<file path="config.mk">
export PLATFORM = sky130hd
export DESIGN_NAME = multi_cycle_cpu
export DESIGN_NICKNAME = d
export VERILOG_FILES = /design/src/rtl/multi_cycle_cpu_pkg.sv /design/src/rtl/multi_cycle_cpu_regfile8x16.sv /design/src/rtl/multi_cycle_cpu.sv
export SDC_FILE = /design/constraint.sdc
export NUM_CORES = 1
export LEC_CHECK = 0
export ABC_AREA = 1
export BUFFER_PORTS_ARGS = -buffer_cell sky130_fd_sc_hd__buf_4
export CAP_MARGIN = 20
export CORE_MARGIN = 2
export CORE_UTILIZATION = 36
export DETAILED_ROUTE_END_ITERATION = 7
export GPL_TIMING_DRIVEN = 0
export HOLD_SLACK_MARGIN = 0.03
export MAX_ROUTING_LAYER = met4
export PLACE_DENSITY_LB_ADDON = 0.1
export SLEW_MARGIN = 20
export SYNTH_ARGS = -nofsm -noshare
export SYNTH_HDL_FRONTEND = slang
export SYNTH_SLANG_ARGS = --single-unit
export TNS_END_PERCENT = 10
</file>
<file path="constraint.sdc">
create_clock -name clk -period 2.53 [get_ports clk]
set_input_delay 0.253 -clock clk [delete_from_list [all_inputs] [get_ports clk]]
set_output_delay 0.253 -clock clk [all_outputs]
set_load 0.03 [all_outputs]
</file>
<file path="src/rtl/multi_cycle_cpu_pkg.sv">
// Shared definitions for the multi_cycle_cpu core.
// Contents: opcodes, FSM state encodings, ADD condition codes and the immediate extender.
package multi_cycle_cpu_pkg;

    localparam logic [3:0] OP_ADD   = 4'b0000;
    localparam logic [3:0] OP_STORE = 4'b1001;
    localparam logic [3:0] OP_LOAD  = 4'b1010;

    typedef enum logic [1:0] {
        S_FETCH  = 2'd0,
        S_DECODE = 2'd1,
        S_EXEC   = 2'd2,
        S_WB     = 2'd3
    } state_t;

    typedef enum logic [1:0] {
        CZ_ALWAYS     = 2'b00,
        CZ_IF_ZERO    = 2'b01,
        CZ_IF_CARRY   = 2'b10,
        CZ_WITH_CARRY = 2'b11
    } cz_t;

    function automatic logic [15:0] sext6(input logic [5:0] imm);
        return {{10{imm[5]}}, imm};
    endfunction

endpackage

</file>
<file path="src/rtl/multi_cycle_cpu_regfile8x16.sv">
// Eight 16-bit general registers for multi_cycle_cpu.
// Two asynchronous read ports, one synchronous write port; reset loads each register with its own index.
module multi_cycle_cpu_regfile8x16 (
    input  logic        clk,
    input  logic        reset,
    input  logic [2:0]  raddr1,
    input  logic [2:0]  raddr2,
    input  logic [2:0]  waddr,
    input  logic        we,
    input  logic [15:0] wdata,
    output logic [15:0] rdata1,
    output logic [15:0] rdata2
);

    logic [15:0] regs [8];

    always_ff @(posedge clk) begin
        if (reset) begin
            for (int i = 0; i < 8; i++) begin
                regs[i] <= 16'(i);
            end
        end else if (we) begin
            regs[waddr] <= wdata;
        end
    end

    assign rdata1 = regs[raddr1];
    assign rdata2 = regs[raddr2];

endmodule

</file>
<file path="src/rtl/multi_cycle_cpu.sv">
// 16-bit four-state multicycle core executing ADD, LOAD and STORE.
// Contains an instruction ROM, a data RAM and the register file; datapath internals are exposed as ports.
module multi_cycle_cpu
    import multi_cycle_cpu_pkg::*;
#(
    parameter int    IMEM_DEPTH = 64,
    parameter int    DMEM_DEPTH = 64,
    parameter string IMEM_FILE  = "imem.hex",
    parameter string DMEM_FILE  = ""
) (
    input  logic        clk,
    input  logic        reset,
    output logic [15:0] writedata,
    output logic [15:0] readdata,
    output logic        memwrite,
    output logic        regwrite,
    output logic [15:0] instr,
    output logic [15:0] srca,
    output logic [15:0] srcb,
    output logic [15:0] result,
    output logic [15:0] aluout,
    output logic [1:0]  state,
    output logic        zero,
    output logic        carry
);

    localparam int IAW = $clog2(IMEM_DEPTH);
    localparam int DAW = $clog2(DMEM_DEPTH);

    logic [15:0] imem [IMEM_DEPTH];
    logic [15:0] dmem [DMEM_DEPTH];

    logic [15:0] pc;
    state_t      st;
    logic        alu_cout;
    logic        cond_pass;

    logic [3:0]  op;
    logic [2:0]  ra, rb, rc;
    logic        cmp;
    cz_t         cz;
    logic [5:0]  imm6;
    logic        is_add, is_load, is_store;
    logic [15:0] rd_a, rd_b;
    logic        cin;
    logic [16:0] sum;

    // Both memories start out zeroed; their contents are supplied by the surrounding environment.
    initial begin
        for (int i = 0; i < IMEM_DEPTH; i++) imem[i] = '0;
        for (int i = 0; i < DMEM_DEPTH; i++) dmem[i] = '0;
    end

    assign op       = instr[15:12];
    assign ra       = instr[11:9];
    assign rb       = instr[8:6];
    assign rc       = instr[5:3];
    assign cmp      = instr[2];
    assign cz       = cz_t'(instr[1:0]);
    assign imm6     = instr[5:0];
    assign is_add   = (op == OP_ADD);
    assign is_load  = (op == OP_LOAD);
    assign is_store = (op == OP_STORE);

    multi_cycle_cpu_regfile8x16 u_rf (
        .clk    (clk),
        .reset  (reset),
        .raddr1 (ra),
        .raddr2 (rb),
        .waddr  (is_load ? ra : rc),
        .we     (regwrite),
        .wdata  (result),
        .rdata1 (rd_a),
        .rdata2 (rd_b)
    );

    assign cin       = is_add && (cz == CZ_WITH_CARRY) && carry;
    assign sum       = {1'b0, srca} + {1'b0, srcb} + {16'd0, cin};
    assign readdata  = dmem[aluout[DAW-1:0]];
    assign writedata = rd_a;
    assign state     = st;
    assign regwrite  = (st == S_WB) && ((is_add && cond_pass) || is_load);
    assign memwrite  = (st == S_WB) && is_store;
    assign result    = is_load ? readdata : aluout;

    always_ff @(posedge clk) begin
        if (reset) begin
            st        <= S_FETCH;
            pc        <= '0;
            instr     <= '0;
            srca      <= '0;
            srcb      <= '0;
            aluout    <= '0;
            alu_cout  <= 1'b0;
            cond_pass <= 1'b0;
            carry     <= 1'b0;
            zero      <= 1'b0;
        end else begin
            case (st)
                S_FETCH: begin
                    instr <= imem[pc[IAW-1:0]];
                    pc    <= pc + 16'd1;
                    st    <= S_DECODE;
                end
                S_DECODE: begin
                    if (is_add) begin
                        srca <= rd_a;
                        srcb <= cmp ? ~rd_b : rd_b;
                    end else if (is_load || is_store) begin
                        srca <= rd_b;
                        srcb <= sext6(imm6);
                    end
                    st <= S_EXEC;
                end
                S_EXEC: begin
                    aluout    <= sum[15:0];
                    alu_cout  <= sum[16];
                    cond_pass <= (cz == CZ_IF_CARRY) ? carry :
                                 (cz == CZ_IF_ZERO)  ? zero  : 1'b1;
                    st        <= S_WB;
                end
                S_WB: begin
                    // A skipped conditional ADD must leave both flags untouched.
                    if (is_add && cond_pass) begin
                        carry <= alu_cout;
                        zero  <= (aluout == 16'd0);
                    end else if (is_load) begin
                        zero  <= (readdata == 16'd0);
                    end
                    st <= S_FETCH;
                end
                default: st <= S_FETCH;
            endcase
        end
    end

    always_ff @(posedge clk) begin
        if (!reset && memwrite) begin
            dmem[aluout[DAW-1:0]] <= writedata;
        end
    end

endmodule

</file>
Word-level counts from Yosys, hierarchy flattened

Memory sizes are Yosys's and may differ from the RTL's. A register that Yosys moved wholly into a read port is not among the register bits.
Index checks and enable logic that the tools add are counted.

Register bits after elaboration: 70
Memories: 2
Memory bits (writable): 1152
Logic and storage cells: 69

Memory list:

| name      | depth | width | read ports | clocked after memory_dff | write ports | RTL line                          | RTL |
|---|---|---|---|---|---|---|---|
| dmem      | 64    | 16    | 1          | 1                        | 1           | multi_cycle_cpu.sv:31             | `logic [15:0] dmem [DMEM_DEPTH];` |
| u_rf.regs | 8     | 16    | 2          | 2                        | 8           | multi_cycle_cpu_regfile8x16.sv:15 | `logic [15:0] regs [8];` |

$add $sub $neg: 2
Reduce and logical (&&, ||, !) cells: 19
Multiplexer cells: 28
Eq/ne operators: 8
Bitwise logic cells: 1

Operator list:

| cell                                                | number |
|---|---|
| two-way mux 16 bit                                  | 7 |
| logical NOT 16 bit                                  | 2 |
| two-way mux 3 bit                                   | 6 |
| adder 16 x 16 -> 17 bit                             | 1 |
| adder 17 x 1 -> 17 bit                              | 1 |
| NOT 16 bit                                          | 1 |
| OR reduction 16 bit                                 | 1 |
| two-way mux 1 bit                                   | 12 |
| two-way mux 6 bit                                   | 2 |
| equality test 2 bit, second input constant          | 4 |
| equality test 4 bit, second input constant          | 2 |
| case mux 2 bit (4 select lines)                     | 1 |
| logical AND 1 bit                                   | 6 |
| AND reduction 2 bit                                 | 3 |
| equality test 2 x 1 -> 1 bit, second input constant | 2 |
| logical NOT 4 bit                                   | 1 |
| nonzero test 2 bit                                  | 2 |
| logical NOT 2 bit                                   | 1 |
| logical OR 1 bit                                    | 2 |
| logical NOT 1 bit                                   | 1 |

Depth between registers and ports, before layout

Gate-level depths: netlist of run 1.

Word-level depth: 9
Mapped depth: 4

Hierarchy

From an unflattened synthesis of run 1, not the netlist that was laid out.

Cell total of the unflattened synthesis: 1526
Area total of the unflattened synthesis: 10806.6 sq um

Modules (own cells, without submodules):

| module                      | area an instance (sq um) | times used | cells an instance | seq. area each (sq um) |
|---|---|---|---|---|
| multi_cycle_cpu_regfile8x16 | 7478.4                   | 1          | 1036              | 3843.7 |
| multi_cycle_cpu             | 3328.2                   | 1          | 490               | 1081.0 |

Worst setup path after synthesis of run 1

Ideal clock, no wire load.

Path kind: register to output
From: reg st[1] (netlist: state[1])
To: out regwrite
Required time: 2.277 ns
Setup slack: 1.279 ns
Stages on the path, launching flop included: 4
Arrival: 0.998 ns
Path through: dfxtp_1 > ha_1 > nand2_1 > inv_1

Word-level cells in the longest chain between the ends: 2

RTL lines:

| what                   | RTL line               | RTL |
|---|---|---|
| start, declared        | multi_cycle_cpu.sv:34  | `state_t st;` |
| start signal, assigned | multi_cycle_cpu.sv:88  | `st <= S_FETCH;` |
| start signal, assigned | multi_cycle_cpu.sv:103 | `st <= S_DECODE;` |
| start signal, assigned | multi_cycle_cpu.sv:113 | `st <= S_EXEC;` |
| equality test 2 bit    | multi_cycle_cpu.sv:82  | `assign regwrite = (st == S_WB) && ((is_add && cond_pass) \|\| is_load);` |
| logical AND 1 bit      | multi_cycle_cpu.sv:82  |  |
| end, declared          | multi_cycle_cpu.sv:16  | `output logic regwrite,` |

Every way passes these cells.

Worst setup path in the final report of run 1

Ends and elaborated chain as after synthesis.

==> results of run 1 <==
state kept, by name, indices dropped and copies added, names as in the netlist:
name / cells
state: 2
cond_pass: 1
zero: 1
layout make-up:
type                            count  share of cell area
Timing Repair Buffer                5             0.02414
Clock buffer                        3             0.01448
Buffer                            114              0.5503
Tap cell                           31             0.02494
Inverter                            4            0.009654
Multi-Input combinational cell    124              0.3250
Sequential cell                     4             0.05149
power breakdown:
group / leakage, µW / internal, µW / switching [µW] / total [µW]
combinational: 0.00107 / 129 / 260 / 388
clock: 0.0000138 / 52.8 / 22.8 / 75.7
sequential: 0.0000327 / 67.4 / 2.90 / 70.3
total: 0.00112 / 249 / 285 / 534
worst min-delay path by stage:
stage | cells after the start | endpoint | startpoint | slack (ps)
6_report | 2 | zero$_SDFFE_PP0P_ | reset | 210
5_1_grt | 2 | zero$_SDFFE_PP0P_ | reset | 210
4_1_cts | 2 | zero$_SDFFE_PP0P_ | reset | 210
3_5_place_dp | 2 | zero$_SDFFE_PP0P_ | zero$_SDFFE_PP0P_ | 450
3_3_place_gp | 2 | zero$_SDFFE_PP0P_ | reset | 450
2_1_floorplan | 1 | zero$_SDFFE_PP0P_ | reset | 320
synth_stat cells (all sizes together):
library cell	number	area [µm²]
nand2	1	3.750
nor2	4	15.01
a21oi	1	8.760
inv	4	15.01
buf	114	855.8
dfxtp	4	80.08
nor3b	1	12.51
conb	1	3.750
ha	3	37.54
metal layers:
layer	vias to the layer above	wire, µm
met5	-	0
met4	0	0
met3	0	358
met2	63	675
met1	200	296
li1	413	-
through the flow:
stage	hold WS [ps]	instances	power [µW]	setup WS, ps
6_report	213.4	285	534.3	1234
5_1_grt	211.4	285	563.5	1126
4_1_cts	208.7	285	530.9	1212
3_5_place_dp	448.8	282	451.7	1465
3_3_place_gp	449.8	282	451.4	1466
2_1_floorplan	315.4	246	442.4	1279
cells by family (layout without fill, tap and decap cells):
group	count (synthesis)	after routing	share of synthesized area
and+or+nand+nor	6	6	0.03029
AOI/OAI and AO/OA	1	1	0.008486
buffers and inverters	118	126	0.8436
DFF	4	4	0.07758
other	1	114	0.003633
adders and majority gates	3	3	0.03637
==> summary.txt, run 1 <==
Clock network
  – Clk_lat worst skew: around 230 ps
  – CTS tree: done
  – Total CTS buffers: 3
  – Clock slew at reported path FFs: about 40 ps
  – Htree depth: 1
  – CTS Hold Bufs: 0
  – Root Driver: clkbuf_4
  – # resized after CTS: 0
  – Postcts setup bufs: 0
  – Max Buffers Root-to-Sink: 2
  – CTS sink cnt: 4

Global routing
  – First-pass GRT wire length: ~1.6 mm
  – Largest net degree at the start of global routing: 5
  – Most used routing layer in global routing: met2
  – Grt met2 use: 0.1136
  – Antenna violations before repair: 0
  – Vias in the first global route: slightly above 400
  – Overall routing resource usage: 0.06411
  – Met1 global-route usage: 0.04918
  – GR Layer Usage met3: 0.03628
  – GRT Residual Overflow: 0

Status
  – Status: finished clean

Final layout
  – Most frequent cells in the layout: buf_4, conb_1, inv_1, nor2_1, dfxtp_1
  – # diodes: 0
  – # fillers: between 200 and 300
  – # nets final: about 260
  – Multi-input logic area: approximately 510 µm²
  – Area growth, synth to finish: 50.67%
  – Reg area: roughly 80 µm²
  – Share of post-route cells with drive strength above 1: 0.4882
  – Core Util, Final: 0.5689
  – Commonest non-fill, non-tap cell in the layout: buf_4
  – Design Area, Final: 0.001555 mm²

Floorplanning
  – Initial Utilization: 0.3776
  – Die W: around 58 µm
  – Core Footprint: 0.002734 mm²
  – Die Height: around 58 µm
  – Area of the die: about 0.0033 mm²
  – Row Count: 19
  – # IOs: 120

Routing
  – Total Routed Length: between 1 and 1.5 mm
  – DR pass1 iterations: 2
  – Vias: between 600 and 700
  – Vias per inst: between 2 and 2.5
  – Drt drc: 0
  – Wire per inst: ~4.7 µm
  – Initial DRC count: 5
  – Antenna Violating Nets Remaining: 0

STA
  – Final Critical Period: between 1000 and 1500 ps
  – Final setup vio count: 0
  – Slew Limit Fails: 0
  – RSZ-0062 raised after global routing: false
  – Fmax: 771.9 MHz
  – Setup TNS: 0 ps
  – Final-report hold violation count: 0
  – Clk_skew: between 2 and 2.5 ps
  – Fin crit share: 0.5121

Setup path
  – Reg-to-reg slack, setup: around 1600 ps
  – Worst r2r path cells: 3
  – Slowest cell on crit path: dfxtp_1
  – Worst Setup End Kind: output pin
  – Top fanout value on the critical path: 4
  – Reg-to-reg startpoint: state[0]$_SDFF_PP0_
  – Path length in cells of the critical path: 4
  – CP Capture Point: regwrite
  – CP required: 2280 ps
  – FF-to-FF End: state[1]$_SDFF_PP0_
  – Type of origin of the critical path: register
  – Crit path launch: state[1]$_SDFF_PP0_
  – Worst Setup Path Type: reg2out
  – Crit path arrival time: roughly 1000 ps
  – Max incr delay on CP: about 370 ps
  – Delay-heaviest family, CP: flip-flops
  – CP Cell Sequence: ha_1 > nand2_1 > inv_1 > buf_4
  – Crit path buffers/inverters: 2

Flow run
  – Max_cap viols: 0

Pwr
  – IR Drop Worst-Case VDD: ~0.26 mV
  – Leak: approximately 0.0011 µW
  – Pwr Density: 343.6 mW/mm²

Place
  – Estimated wirelength of the detail-placed design: about 1.4 mm
  – Routability cong.: 0.6445
  – IO Port Bufs: 5
  – Placed Area: between 0.0015 and 0.002 mm²

Synthesis
  – Cell Area, Synth: 0.001032 mm²
  – Mapped Avg Cell Area: slightly below 8 µm²
  – Post-Syn Instances: 133
  – Synth cell types: 9
  – Synth Warn #: 0
  – Sequential area share after synthesis: 0.07758
  – FF+latch count, synth: 4

Min path
  – Hold Crit Class: in2reg
Note: power is estimated with default switching activity, not from simulation.
==> run 2, diff against run 1 <==
CORE_UTILIZATION = 31   (was 36)
clock period = 1.1 ns   (was 2.53 ns; I/O delays follow)
==> run 2 against run 1 <==
Against the previous run: clock skew down 0.81 ps; non-clock buffer count up 5; critical path depth unchanged; utilization down 4.3 points; cell count up 6.3%; critical endpoint unchanged; largest cell class unchanged; largest power group unchanged; highest routed layer is now met4.
==> summary.txt, run 2 (synthesized netlist as in run 1, its figures left out) <==
Status
  – Status: finished clean

Pwr
  – Part of the power in the clock network: 0.151
  – Combinational cell fraction of total power: 0.719
  – Cell-internal power: approximately 600 µW
  – Seq pwr share: 0.130
  – Leak: ~0.0011 µW
  – IR Drop Worst-Case VDD: around 0.38 mV
  – Sw Share: 0.5384
  – P_sw: around 700 µW
  – Pwr Density: 776.5 mW/mm²

STA
  – Fmax: 946.8 MHz
  – Setup WS post-layout: around 44 ps
  – Slew Limit Fails: 0
  – Clk_skew: between 1.5 and 2 ps
  – Final-report hold violation count: 0
  – Hold slack: about 61 ps
  – Final Critical Period: 1056 ps
  – Final setup vio count: 0
  – Fin crit share: 0.9602
  – RSZ-0062 raised after global routing: true

Final layout
  – Share of post-route cells with drive strength above 1: 0.5135
  – # diodes: 0
  – # fillers: 352
  – Area growth, synth to finish: 57.94%
  – Most frequent cells in the layout: buf_4, conb_1, inv_1, nor2_1, clkbuf_4
  – # nets final: between 200 and 300
  – Commonest non-fill, non-tap cell in the layout: buf_4
  – Max reg flops: 2

Clock network
  – Htree depth: 1
  – Root Driver: clkbuf_4
  – Clock slew at reported path FFs: approximately 40 ps
  – CTS tree: done
  – Total CTS buffers: 3
  – Max Buffers Root-to-Sink: 2
  – CTS sink cnt: 4
  – Clk_lat worst skew: about 240 ps

Setup path
  – Worst Setup Path Type: reg2out
  – Worst Setup End Kind: output pin
  – Slowest cell on crit path: dfxtp_2
  – Top fanout value on the critical path: 2
  – Crit path arrival time: between 900 and 1000 ps
  – CP required: around 990 ps
  – CP Cell Sequence: ha_4 > nand2_2 > inv_1 > buf_6
  – Max incr delay on CP: about 330 ps
  – Type of origin of the critical path: register

Place
  – IO Port Bufs: 5
  – Setup WS pre-CTS: approximately 190 ps
  – Routability cong.: between 0.6 and 0.7

Global routing
  – Antenna violations before repair: 0
  – Overall routing resource usage: 0.06321
  – First-pass GRT wire length: ~1.7 mm
  – Vias in the first global route: 418
  – GRT Residual Overflow: 0
  – Largest net degree at the start of global routing: 5

Floorplanning
  – # IOs: 120
  – Die W: 61.71 µm
  – Core Footprint: 0.003103 mm²
  – Initial Utilization: 0.3327
  – Area of the die: ~0.0038 mm²
  – Die Height: about 62 µm
  – Row Count: 20

Routing
  – Vias per inst: around 2.4
  – Wire per inst: 4.997 µm
  – DR pass1 iterations: 2
  – Antenna Violating Nets Remaining: 0
  – Total Routed Length: 1.514 mm
  – Initial DRC count: 4
  – Drt drc: 0
  – Vias: roughly 720

Flow run
  – Max_cap viols: 0

Min path
  – Hold Crit Class: in2reg
-- run 2: cell count changes in the layout (fill, tap and decap cells not counted) --
cell,delta
dfxtp_2,+2
buf_6,+1
dfxtp_1,-2
nand2_2,+1
ha_1,-1
buf_4,+4
nand2_1,-1
ha_4,+1
-- run 2: power by group through the flow --
stage,Combinational (µW),Clock (µW),Sequential (µW)
floorplan,841,0,178
global placement,875,0,166
detailed placement,874,0,166
CTS,888,197,161
global route,967,208,166
finish,910,191,165
-- run 2: through the flow --
stage / std cells / instance area (µm²) / setup TNS, ps / util / power, µW
finish: 303 / 1630 / 0 / 0.5254 / 1266
global placement: 295 / 1551 / 0 / 0.5000 / 1041
global route: 303 / 1630 / -11.77 / 0.5254 / 1341
floorplan: 246 / 1459 / 0 / - / 1019
CTS: 303 / 1618 / 0 / 0.5214 / 1246
detailed placement: 295 / 1551 / 0 / 0.5000 / 1040
-- run 2: worst paths after layout --
path / from / end / slack [ps] / cells after the start
max: state[0]$_SDFF_PP0_ / regwrite / 40 / 4
min: reset / zero$_SDFFE_PP0P_ / 60 / 2
max reg2reg: state[0]$_SDFF_PP0_ / state[1]$_SDFF_PP0_ / 50 / 4
min reg2reg: zero$_SDFFE_PP0P_ / zero$_SDFFE_PP0P_ / 460 / 2
-- run 2: final cells by class --
class	count	area [µm²]	area share
Clock buffer	3	22.52	0.01381
Tap cell	44	55.05	0.03377
Sequential cell	4	82.58	0.05065
Inverter	4	15.01	0.009210
Buffer	114	855.8	0.5249
Timing Repair Buffer	10	78.83	0.04835
Multi-Input combinational cell	124	520.5	0.3193
-- run 2: what timing repair did --
action,CTS,global route
cloned,0,0
gates resized for setup,2,2
setup endpoints to repair,1,2
pin swaps,1,0
hold buffers,0,0
setup buffers,5,0
-- run 2: routing by layer --
layer | global-route usage | vias to the layer above | wire (µm) | share of wire
met3 | 0.01863 | 2 | 295 | 0.19
met2 | 0.1098 | 64 | 756 | 0.50
met4 | 0.03647 | 0 | 15 | 0.0099
met5 | - | - | 0 | 0
met1 | 0.06242 | 234 | 446 | 0.29
li1 | - | 421 | - | -
-- run 2: critical path: cells and delay by family (launching register included) --
family	cells	cell delay, ps
buf+inv	2	170
simple gates	1	50
flops	1	330
fa+ha+maj	1	150
==> run 3, diff against run 2 <==
CORE_ASPECT_RATIO = 1.1   (was unset)
==> run 3 against run 2 <==
Against the previous run: design area is 0.69% lower; first-iteration DRC count grew to 4.0 times the previous value; total power is 0.62% lower; via count is 1.4% lower; non-clock buffer count is 1 lower; routed wire length is 2.4% lower; highest routed layer unchanged; combinational power hardly changed; maximum frequency is 0.60% lower; clock skew is 1.5 ps lower.
==> summary.txt, run 3 (synthesized netlist as in run 1, its figures left out) <==
STA
  – Final-report hold violation count: 0
  – Clk_skew: between 0.07 and 0.08 ps
  – Hold slack: approximately 63 ps
  – Final setup vio count: 0
  – RSZ-0062 raised after global routing: false
  – Fin crit share: 0.9661
  – Final Critical Period: approximately 1100 ps
  – Slew Limit Fails: 0
  – Fmax: ~940 MHz
  – Setup TNS: 0 ps

Flow run
  – Max_cap viols: 0

Setup path
  – Path length in cells of the critical path: 4
  – CP Cell Sequence: ha_4 > nand2_4 > inv_2 > buf_6
  – Crit path arrival time: between 900 and 1000 ps
  – Slowest cell on crit path: dfxtp_2
  – Reg-to-reg slack, setup: 70 ps
  – Reg-to-reg startpoint: state[0]$_SDFF_PP0_
  – Max incr delay on CP: 330 ps
  – Worst Setup Path Type: reg2out
  – Worst Setup End Kind: output pin
  – Type of origin of the critical path: register
  – Delay-heaviest family, CP: flip-flops
  – CP required: 990 ps
  – Crit path buffers/inverters: 2
  – FF-to-FF End: state[1]$_SDFF_PP0_
  – Top fanout value on the critical path: 2
  – Worst r2r path cells: 4

Clock network
  – Clk_lat worst skew: roughly 240 ps
  – Total CTS buffers: 3
  – Max Buffers Root-to-Sink: 2
  – Clock slew at reported path FFs: around 40 ps
  – CTS sink cnt: 4
  – CTS tree: done
  – Htree depth: 1
  – Root Driver: clkbuf_4

Final layout
  – Max reg flops: 2
  – Most frequent cells in the layout: buf_4, conb_1, nor2_1
  – Area growth, synth to finish: 56.85%
  – Share of post-route cells with drive strength above 1: 0.5155
  – Reg area: 82.58 µm²
  – # nets final: around 270
  – Multi-input logic area: around 530 µm²
  – # fillers: approximately 330
  – Core Util, Final: 0.5222
  – # diodes: 0
  – Commonest non-fill, non-tap cell in the layout: buf_4

Floorplanning
  – Initial Utilization: 0.3329
  – Core Footprint: between 0.003 and 0.004 mm²
  – Die W: 59.02 µm
  – Die Height: roughly 65 µm
  – Area of the die: about 0.0038 mm²
  – # IOs: 120
  – Row Count: 21

Min path
  – Hold depth: 2
  – Hold_sp: reset
  – Hold Path Sink: zero$_SDFFE_PP0P_
  – Hold Crit Class: in2reg

Global routing
  – GRT Residual Overflow: 0
  – Grt met2 use: 0.1236
  – Most used routing layer in global routing: met2
  – Largest net degree at the start of global routing: 5
  – First-pass GRT wire length: 1.890 mm
  – Vias in the first global route: 444
  – Met1 global-route usage: 0.05502
  – Overall routing resource usage: 0.06476
  – GR Layer Usage met3: 0.01796
  – Antenna violations before repair: 0

Pwr
  – Pwr Density: approximately 800 mW/mm²
  – Leak: ~0.0011 µW
  – IR Drop Worst-Case VDD: 0.4233 mV

Status
  – Status: finished clean

Routing
  – DR pass1 iterations: 2
  – Antenna Violating Nets Remaining: 0
  – Wire per inst: roughly 5.1 µm
  – Vias: roughly 710
  – Initial DRC count: 16
  – Vias per inst: around 2.4
  – Drt drc: 0
  – Total Routed Length: ~1.5 mm

Place
  – Routability cong.: 0.6900
  – IO Port Bufs: 5
  – Estimated wirelength of the detail-placed design: about 1.4 mm
## run 3: cell types whose count changed in the layout (fill, tap and decap cells not counted)
cell	delta
inv_1	-1
inv_2	+1
buf_6	+1
buf_4	-2
nand2_4	+1
nand2_2	-1
## run 3: worst register-to-register path: stages, from the launching register on
cell and delay [ps]:
dfxtp_2 340, buf_4 120, inv_1 50, ha_1 270
nor3b_2 150
## run 3: how the worst max path moves through the flow
stage                                    from             endpoint  slack, ps
after floorplan           state[0]$_SDFF_PP0_  state[1]$_SDFF_PP0_         80
after global placement    state[0]$_SDFF_PP0_             regwrite        180
final                     state[0]$_SDFF_PP0_             regwrite         40
after global routing      state[1]$_SDFF_PP0_             regwrite          4
after detailed placement  state[0]$_SDFF_PP0_  state[1]$_SDFF_PP0_        180
after CTS                 state[0]$_SDFF_PP0_             regwrite          3
## run 3: repair_timing
item                                   in CTS  in global routing
setup buffers                               5                  0
gates resized for setup                     1                  6
endpoints found under the hold margin       0                  0
hold buffers                                0                  0
pin swaps                                   1                  3
setup endpoints to repair                   1                  2
## run 3: final cells by class
| type | instances | area share |
|---|---|---|
| well taps | 34 | 0.02628 |
| repair buffers | 9 | 0.04637 |
| inverters | 4 | 0.009274 |
| clock buffers | 3 | 0.01391 |
| flip-flops and latches | 4 | 0.05100 |
| multi-input cells | 124 | 0.3246 |
| plain buffers | 114 | 0.5286 |
## run 3: per-layer routing
layer | routed length [µm] | part of all wire
met1 | 373 | 0.25
met4 | 12 | 0.0081
met3 | 312 | 0.21
met2 | 780 | 0.53
met5 | 0 | 0
## run 3: per-stage QoR
| stage | area, µm² | total power, µW | setup slack [ps] | cells |
|---|---|---|---|---|
| final | 1619 | 1258 | 37.34 | 292 |
| after global routing | 1619 | 1316 | 3.579 | 292 |
| after CTS | 1603 | 1235 | 2.922 | 293 |
| after detailed placement | 1539 | 1041 | 179.2 | 285 |
| after global placement | 1539 | 1040 | 184.4 | 285 |
| after floorplan | 1459 | 1019 | 79.25 | 246 |
## run 3: power by group
group,internal (µW),leakage (µW),switching [µW]
Sequential,157,0.0000333,8.91
Combinational,305,0.00110,604
Clock,122,0.0000138,61.7
